[src/rtl/wb_timer_pkg.sv]
// Shared constants and types for the multi-channel Wishbone timer.
// Build option: WB_TIMER_CAPTURE_EN enables the per-channel input capture unit.
package wb_timer_pkg;

  // Per-channel word offsets, decoded from adr[4:2]
  localparam int unsigned REG_CTRL     = 0;
  localparam int unsigned REG_COMPARE  = 1;
  localparam int unsigned REG_COUNTER  = 2;
  localparam int unsigned REG_STATUS   = 3;
  localparam int unsigned REG_CAPTURE  = 4;

  // Global word offsets, decoded from adr[7:2] when adr[8] is set
  localparam int unsigned REG_PRESC    = 0;
  localparam int unsigned REG_IRQ_PEND = 1;

  // CTRL bit indices
  localparam int unsigned CTRL_EN         = 0;
  localparam int unsigned CTRL_AR         = 1;
  localparam int unsigned CTRL_IRQ_EN     = 2;
  localparam int unsigned CTRL_TRIG       = 3;
  localparam int unsigned CTRL_CAP_IRQ_EN = 4;

  // STATUS bit indices
  localparam int unsigned STAT_MATCH = 0;
  localparam int unsigned STAT_CAP   = 1;

  // Address layout: 0x20 bytes per channel, adr[8] selects the global block
  localparam int unsigned CH_STRIDE  = 32'h20;
  localparam int unsigned GLOBAL_BIT = 8;
  localparam int unsigned CH_SEL_LSB = 5;
  localparam int unsigned CH_SEL_W   = 3;
  localparam int unsigned OFS_LSB    = 2;
  localparam int unsigned OFS_W      = 3;
  localparam int unsigned GOFS_W     = GLOBAL_BIT - OFS_LSB;

  // Register access presented to one channel
  typedef struct packed {
    logic             wr;
    logic [OFS_W-1:0] ofs;
    logic [3:0]       sel;
    logic [31:0]      dat;
  } chan_req_t;

  // Replace only the byte lanes selected by sel
  function automatic logic [31:0] lane_merge(input logic [31:0] old_v,
                                             input logic [31:0] new_v,
                                             input logic [3:0]  sel);
    logic [31:0] r;
    r = old_v;
    for (int b = 0; b < 4; b++) begin
      if (sel[b]) r[8*b +: 8] = new_v[8*b +: 8];
    end
    return r;
  endfunction

endpackage

[src/rtl/wb_timer_chan.sv]
// One timer channel: CTRL/COMPARE/COUNTER/STATUS and, with WB_TIMER_CAPTURE_EN, CAPTURE.
module wb_timer_chan
  import wb_timer_pkg::*;
#(
  parameter int unsigned CNT_W = 32
) (
  input  logic        clk,
  input  logic        reset,
  input  logic        tick,
  input  chan_req_t   req,
`ifdef WB_TIMER_CAPTURE_EN
  input  logic        cap_i,
`endif
  output logic [31:0] rdata_c,
  output logic        intr
);

  logic             en, ar, irq_en, match;
  logic [CNT_W-1:0] compare, counter;
  logic             ctrl_wr, cmp_wr, cnt_wr, stat_wr;
  logic             run_c, hit_c;

  assign ctrl_wr = req.wr & (req.ofs == OFS_W'(REG_CTRL)) & req.sel[0];
  assign cmp_wr  = req.wr & (req.ofs == OFS_W'(REG_COMPARE));
  assign cnt_wr  = req.wr & (req.ofs == OFS_W'(REG_COUNTER));
  assign stat_wr = req.wr & (req.ofs == OFS_W'(REG_STATUS)) & req.sel[0];

  // A CTRL write owns its edge: the tick is not applied when CTRL is written
  assign run_c = tick & en & ~ctrl_wr;
  assign hit_c = run_c & (counter == compare);

  // Control, compare, counter and match state
  always_ff @(posedge clk) begin
    if (reset) begin
      en      <= 1'b0;
      ar      <= 1'b0;
      irq_en  <= 1'b0;
      match   <= 1'b0;
      compare <= '0;
      counter <= '0;
    end else begin
      if (ctrl_wr) begin
        en     <= req.dat[CTRL_EN] | req.dat[CTRL_TRIG];
        ar     <= req.dat[CTRL_AR];
        irq_en <= req.dat[CTRL_IRQ_EN];
      end else if (hit_c && !ar) begin
        en <= 1'b0;
      end

      if (cmp_wr) compare <= CNT_W'(lane_merge(32'(compare), req.dat, req.sel));

      if (cnt_wr)                              counter <= CNT_W'(lane_merge(32'(counter), req.dat, req.sel));
      else if (ctrl_wr && req.dat[CTRL_TRIG])  counter <= '0;
      else if (hit_c)                          counter <= ar ? '0 : counter;
      else if (run_c)                          counter <= counter + CNT_W'(1);

      // A new match beats a same-edge clear
      if (hit_c)                                 match <= 1'b1;
      else if (stat_wr && req.dat[STAT_MATCH])   match <= 1'b0;
    end
  end

`ifdef WB_TIMER_CAPTURE_EN
  logic [2:0]       cap_sync;
  logic             cap_rise_c;
  logic             cap_flag, cap_irq_en;
  logic [CNT_W-1:0] capture;

  assign cap_rise_c = cap_sync[1] & ~cap_sync[2];

  // Two-flop synchroniser plus edge history, capture register and CAP flag
  always_ff @(posedge clk) begin
    if (reset) begin
      cap_sync   <= '0;
      cap_flag   <= 1'b0;
      cap_irq_en <= 1'b0;
      capture    <= '0;
    end else begin
      cap_sync <= {cap_sync[1:0], cap_i};
      if (ctrl_wr) cap_irq_en <= req.dat[CTRL_CAP_IRQ_EN];
      if (cap_rise_c) capture <= counter;
      if (cap_rise_c)                          cap_flag <= 1'b1;
      else if (stat_wr && req.dat[STAT_CAP])   cap_flag <= 1'b0;
    end
  end

  assign intr = (match & irq_en) | (cap_flag & cap_irq_en);
`else
  assign intr = match & irq_en;
`endif

  // Register read mux
  always_comb begin
    rdata_c = '0;
    case (req.ofs)
      OFS_W'(REG_CTRL): begin
        rdata_c[CTRL_EN]     = en;
        rdata_c[CTRL_AR]     = ar;
        rdata_c[CTRL_IRQ_EN] = irq_en;
`ifdef WB_TIMER_CAPTURE_EN
        rdata_c[CTRL_CAP_IRQ_EN] = cap_irq_en;
`endif
      end
      OFS_W'(REG_COMPARE): rdata_c[CNT_W-1:0] = compare;
      OFS_W'(REG_COUNTER): rdata_c[CNT_W-1:0] = counter;
      OFS_W'(REG_STATUS): begin
        rdata_c[STAT_MATCH] = match;
`ifdef WB_TIMER_CAPTURE_EN
        rdata_c[STAT_CAP]   = cap_flag;
`endif
      end
`ifdef WB_TIMER_CAPTURE_EN
      OFS_W'(REG_CAPTURE): rdata_c[CNT_W-1:0] = capture;
`endif
      default: rdata_c = '0;
    endcase
  end

endmodule

[src/rtl/wb_timer_multi.sv]
// N-channel Wishbone timer: shared prescaler, address decode, read mux and ack.
// Build option: WB_TIMER_CAPTURE_EN adds cap_i and per-channel input capture.
module wb_timer_multi
  import wb_timer_pkg::*;
#(
  parameter int unsigned NUM_CH  = 4,
  parameter int unsigned CNT_W   = 32,
  parameter int unsigned PRESC_W = 16
) (
  input  logic              clk,
  input  logic              reset,
`ifdef WB_TIMER_CAPTURE_EN
  input  logic [NUM_CH-1:0] cap_i,
`endif
  input  logic [31:0]       wb_adr_i,
  input  logic [31:0]       wb_dat_i,
  output logic [31:0]       wb_dat_o,
  input  logic [3:0]        wb_sel_i,
  input  logic              wb_we_i,
  input  logic              wb_stb_i,
  input  logic              wb_cyc_i,
  output logic              wb_ack_o,
  output logic [NUM_CH-1:0] intr
);

  logic                access_c, glob_c, presc_wr_c, tick_c;
  logic [CH_SEL_W-1:0] ch_idx_c;
  logic [OFS_W-1:0]    ofs_c;
  logic [GOFS_W-1:0]   gofs_c;
  logic [PRESC_W-1:0]  presc, prc;
  logic [31:0]         rdata_c;
  chan_req_t           req_c      [NUM_CH];
  logic [31:0]         ch_rdata_c [NUM_CH];
  logic                unused_adr;

  assign access_c   = wb_stb_i & wb_cyc_i & ~wb_ack_o;
  assign glob_c     = wb_adr_i[GLOBAL_BIT];
  assign ch_idx_c   = wb_adr_i[CH_SEL_LSB +: CH_SEL_W];
  assign ofs_c      = wb_adr_i[OFS_LSB +: OFS_W];
  assign gofs_c     = wb_adr_i[OFS_LSB +: GOFS_W];
  assign presc_wr_c = access_c & wb_we_i & glob_c & (gofs_c == GOFS_W'(REG_PRESC));
  assign tick_c     = (prc == presc);
  assign unused_adr = ^{wb_adr_i[31:GLOBAL_BIT+1], wb_adr_i[OFS_LSB-1:0]};

  // Free-running prescaler: prc runs 0..PRESC, a PRESC write restarts it
  always_ff @(posedge clk) begin
    if (reset) begin
      presc <= '0;
      prc   <= '0;
    end else if (presc_wr_c) begin
      presc <= PRESC_W'(lane_merge(32'(presc), wb_dat_i, wb_sel_i));
      prc   <= '0;
    end else begin
      prc <= tick_c ? '0 : prc + PRESC_W'(1);
    end
  end

  // Channel instances, each seeing only its own write strobe
  for (genvar i = 0; i < NUM_CH; i++) begin : g_ch
    assign req_c[i] = '{wr:  access_c & wb_we_i & ~glob_c & (ch_idx_c == CH_SEL_W'(i)),
                        ofs: ofs_c, sel: wb_sel_i, dat: wb_dat_i};

    wb_timer_chan #(.CNT_W(CNT_W)) u_chan (
      .clk     (clk),
      .reset   (reset),
      .tick    (tick_c),
      .req     (req_c[i]),
`ifdef WB_TIMER_CAPTURE_EN
      .cap_i   (cap_i[i]),
`endif
      .rdata_c (ch_rdata_c[i]),
      .intr    (intr[i])
    );
  end

  // Read mux: global block, a present channel, or zero
  always_comb begin
    rdata_c = '0;
    if (glob_c) begin
      if (gofs_c == GOFS_W'(REG_PRESC))         rdata_c[PRESC_W-1:0] = presc;
      else if (gofs_c == GOFS_W'(REG_IRQ_PEND)) rdata_c[NUM_CH-1:0]  = intr;
    end else begin
      for (int i = 0; i < NUM_CH; i++) begin
        if (ch_idx_c == CH_SEL_W'(i)) rdata_c = ch_rdata_c[i];
      end
    end
  end

  // Single-cycle ack and registered read data
  always_ff @(posedge clk) begin
    if (reset) begin
      wb_ack_o <= 1'b0;
      wb_dat_o <= '0;
    end else begin
      wb_ack_o <= access_c;
      if (access_c) wb_dat_o <= rdata_c;
    end
  end

endmodule
[config.mk]
export PLATFORM = sky130hd
export DESIGN_NAME = wb_timer_multi
export DESIGN_NICKNAME = d
export VERILOG_FILES = /design/src/rtl/wb_timer_pkg.sv /design/src/rtl/wb_timer_chan.sv /design/src/rtl/wb_timer_multi.sv
export SDC_FILE = /design/constraint.sdc
export NUM_CORES = 1
export LEC_CHECK = 0
export BUFFER_PORTS_ARGS = -buffer_cell sky130_fd_sc_hd__buf_4
export CORE_ASPECT_RATIO = 0.5
export CORE_UTILIZATION = 55
export DETAILED_ROUTE_END_ITERATION = 10
export PLACE_DENSITY = 0.81
export REMOVE_ABC_BUFFERS = 1
export SYNTH_ARGS = -nofsm -noshare
export SYNTH_HDL_FRONTEND = slang
export SYNTH_HIERARCHICAL = 1
export SYNTH_SLANG_ARGS = --single-unit
[constraint.sdc]
create_clock -name clk -period 4.24 [get_ports clk]
set_input_delay 0.848 -clock clk [delete_from_list [all_inputs] [get_ports clk]]
set_output_delay 0.848 -clock clk [all_outputs]
set_load 0.05 [all_outputs]
==> impl_results.md <==
* Status: finished with violations
* Failing checks: DRC
* Gr usage total at 34.2%
* Hold Crit Depth at 2
* Sequential share of the synthesized area at 32.3%
* Layout Nets at 2467
* Post-CTS setup buffer count at 0
* Req. time, crit path at 4670 ps
* Crit. End Element: flop
* Post-Syn Area per Cell at 8.62 µm²
* Met2 WL post-DR at 28100 µm
* Cell mode on critical path: nand2_1
* Drt initial violations at 3114
* Final Slew Violations at 0
* Logic gate share of total power at 6.2%
* P_sw at 1.66 mW
* Setup tns final at 0 ps
* Slew headroom at 4.85%
* Total CTS buffers at 34
* I/O Buffers at 84
* RSZ-0062 raised after global routing: no
* Crit path max fanout at 11
* Most frequent cells in the layout: 337 x dfxtp_1, 309 x nor2_1, 166 x mux2i_1
* Hold wc startpoint: wb_dat_o[16]
* Core ar. at 37400 µm²
* Min Hold Slack at 455 ps
* Period Utilization, post-route at 86.7%
* Slew @ Worst Pin at 1420 ps
* Largest net degree at the start of global routing at 127
* Final ANT Viol Nets at 0
* Post-Syn Area at 20900 µm²
* P_leak at 9.42 nW
* Max-cap violations at 0
* Yosys cell types at 79
* CP cell instances: buf_4, nand2_1, nor2_2, nand3_1, nor3b_1, nand2_1, nor4_4, a21oi_4, o21a_4, a211oi_2, o21ai_0, a32o_1
* # setup viols final at 0
* Net Sw Frac at 24.3%
* Top Layer Used: met5
* Final HPWL DP at 48800 µm
* P&R area growth vs syn at 8.69%
* CP delay by family, top: compound AO/OA/AOI/OAI gates
* Max stage delay cell, worst path: a211oi_2
* Number of synthesized register bits at 337
* Wire per inst at 23.7 µm
* CP startpoint kind: primary input
* CTS tree: built
* Share of layout cells above drive strength 1 at 12.9%
* Seq pwr share at 46.5%
* H-tree levels at 2
* Hold Path Class: reg2reg
* Initial antenna violation count at 2
* Clk buf depth at 3
* Met3 wire length at 9530 µm
* Worst r2r src: g_ch[0].u_chan/counter[28]
* CP Class: in2reg
* First-pass GRT wire length at 104000 µm
* Chip height at 140 µm
* Ys async rst share at 0%
* Vias/cell at 6.86
* Power Density at 301 nW/µm²
* Number of synthesized flops with an enable pin at 0
* Synth Warn # at 6
* Max incr delay on CP at 770 ps
* FMAX at 272 MHz
* Most common cell after layout, fill and taps aside: dfxtp_1
* Crit path DAT at 4100 ps
* Reg2Reg Setup Slack at 670 ps
* Post-Syn Instances at 2424
* Post-CTS Resized at 0
* RR Endpoint: g_ch[0].u_chan/counter[29]
* Clock power frac at 47.3%
* Vias in the first global route at 17700
* Hold_buf cts at 0
* WL final at 68800 µm
* Final Critical Period at 3670 ps
* Clk_skew at 20.9 ps
* Root Driver: clkbuf_16
* Clock slew at reported path FFs at 60 ps
* Bufs and invs on worst path at 1
* Sink Count at 337
* Hold endpoint: wb_dat_o[16]
* Cell row count at 50
* First-pass iteration count of the detailed router at 9
* Placer Congestion at 0.994
* Final Hold Fails at 0
* # IOs at 110
* Starting density of the core at 55.9%
* P_int at 5.18 mW
* Dominant synthesized flop cell: dfxtp_1
* VDD IR-drop max at 0.000205 V
* Via count at 19900
* Clk_lat worst skew at 540 ps
* Die area at 38800 µm²
* R2r worst-path depth at 7
* Die width at 278 µm
* M1 WL at 28900 µm
* # DRC at 2
* GRT overflow at 0
==> layout make-up <==
type                       count  area (µm²)
timing repair buffer         128         993
fill                        3131       14700
clock buffer                  53        1060
inverter                      42         158
sequential                   337        6750
multi-input combinational   1846       13000
clock inverter                 7         110
tap                          494         618
antenna                        1        2.50
==> routing by layer <==
metal | up-vias | track usage, %
li1 | 8876 | -
met1 | 9489 | 50.5
met2 | 1394 | 48.2
met3 | 174 | 8.24
met4 | 2 | 11.2
met5 | - | 0
==> how the worst max path moves through the flow <==
stage	from	endpoint	slack (ps)	cells past startpoint
floorplan	wb_stb_i	g_ch[2].u_chan/counter[23]	-500	10
global placement	wb_stb_i	g_ch[2].u_chan/counter[23]	350	12
detailed placement	wb_stb_i	g_ch[2].u_chan/counter[23]	240	12
CTS	wb_stb_i	g_ch[2].u_chan/counter[23]	760	12
global route	wb_stb_i	g_ch[2].u_chan/counter[23]	430	12
finish	wb_stb_i	g_ch[2].u_chan/counter[23]	570	12
==> logic make-up (layout without fill, tap and decap cells) <==
group / after synthesis / count (layout) / synth area share [%]
simple gates: 860 / 860 / 20.7
compound gates: 597 / 597 / 22.2
flops: 337 / 337 / 32.3
buf+inv: 241 / 230 / 5.68
mux: 202 / 202 / 11.1
xor+xnor: 182 / 182 / 7.63
fa+ha+maj: 5 / 5 / 0.299
other cells: 0 / 1 / 0
==> Yosys cell counts (all sizes together) (24+ instances only) <==
cell,count,share of area [%]
o32ai,44,1.9
nor3,82,2.1
buf,87,2.9
inv,42,0.75
nand2,133,2.4
o21ai,76,1.8
a22o,120,5.0
xnor2,45,1.9
and2,24,0.72
mux2i,166,8.0
and3,32,0.96
nor4,46,1.7
nand3,63,1.5
xor2,137,5.7
a211oi,24,1.1
a22oi,48,1.7
clkbuf,112,2.0
nor2,328,6.1
a21oi,108,2.8
dfxtp,337,32
nand4,48,1.4
==> state kept, by name (all words and copies together), names as in the netlist <==
signal               cells
g_ch.u_chan/ar           4
g_ch.u_chan/compare    128
g_ch.u_chan/counter    128
g_ch.u_chan/en           4
g_ch.u_chan/irq_en       4
g_ch.u_chan/match        4
prc                     16
presc                   16
wb_ack_o                 1
wb_dat_o                32
==> through the flow <==
step	cell area [µm²]	worst slack, ps	power, mW	std cells	utilization [%]
2_1_floorplan	19900	-498	3.39	2225	-
3_3_place_gp	21500	355	3.66	2847	57.6
3_5_place_dp	21500	243	3.66	2847	57.6
4_1_cts	22700	759	6.83	2907	60.7
5_1_grt	22700	432	6.99	2907	60.7
6_report	22700	566	6.84	2908	60.7
==> worst min-delay path: cells and delay by family, from the launching register on <==
kind             cells  cell delay, ps
AO/OA/AOI/OAI        1              50
flip-flops           1             310
AND/OR/NAND/NOR      1              50
==> power groups by stage <==
stage / Sequential (mW) / Clock (mW) / Combinational, mW
4_1_cts: 3.18 / 3.24 / 0.410
2_1_floorplan: 3.29 / 0 / 0.101
6_report: 3.18 / 3.23 / 0.425
3_3_place_gp: 3.25 / 0 / 0.406
3_5_place_dp: 3.25 / 0 / 0.408
5_1_grt: 3.18 / 3.37 / 0.434
Power figures use the tool's default switching activity.
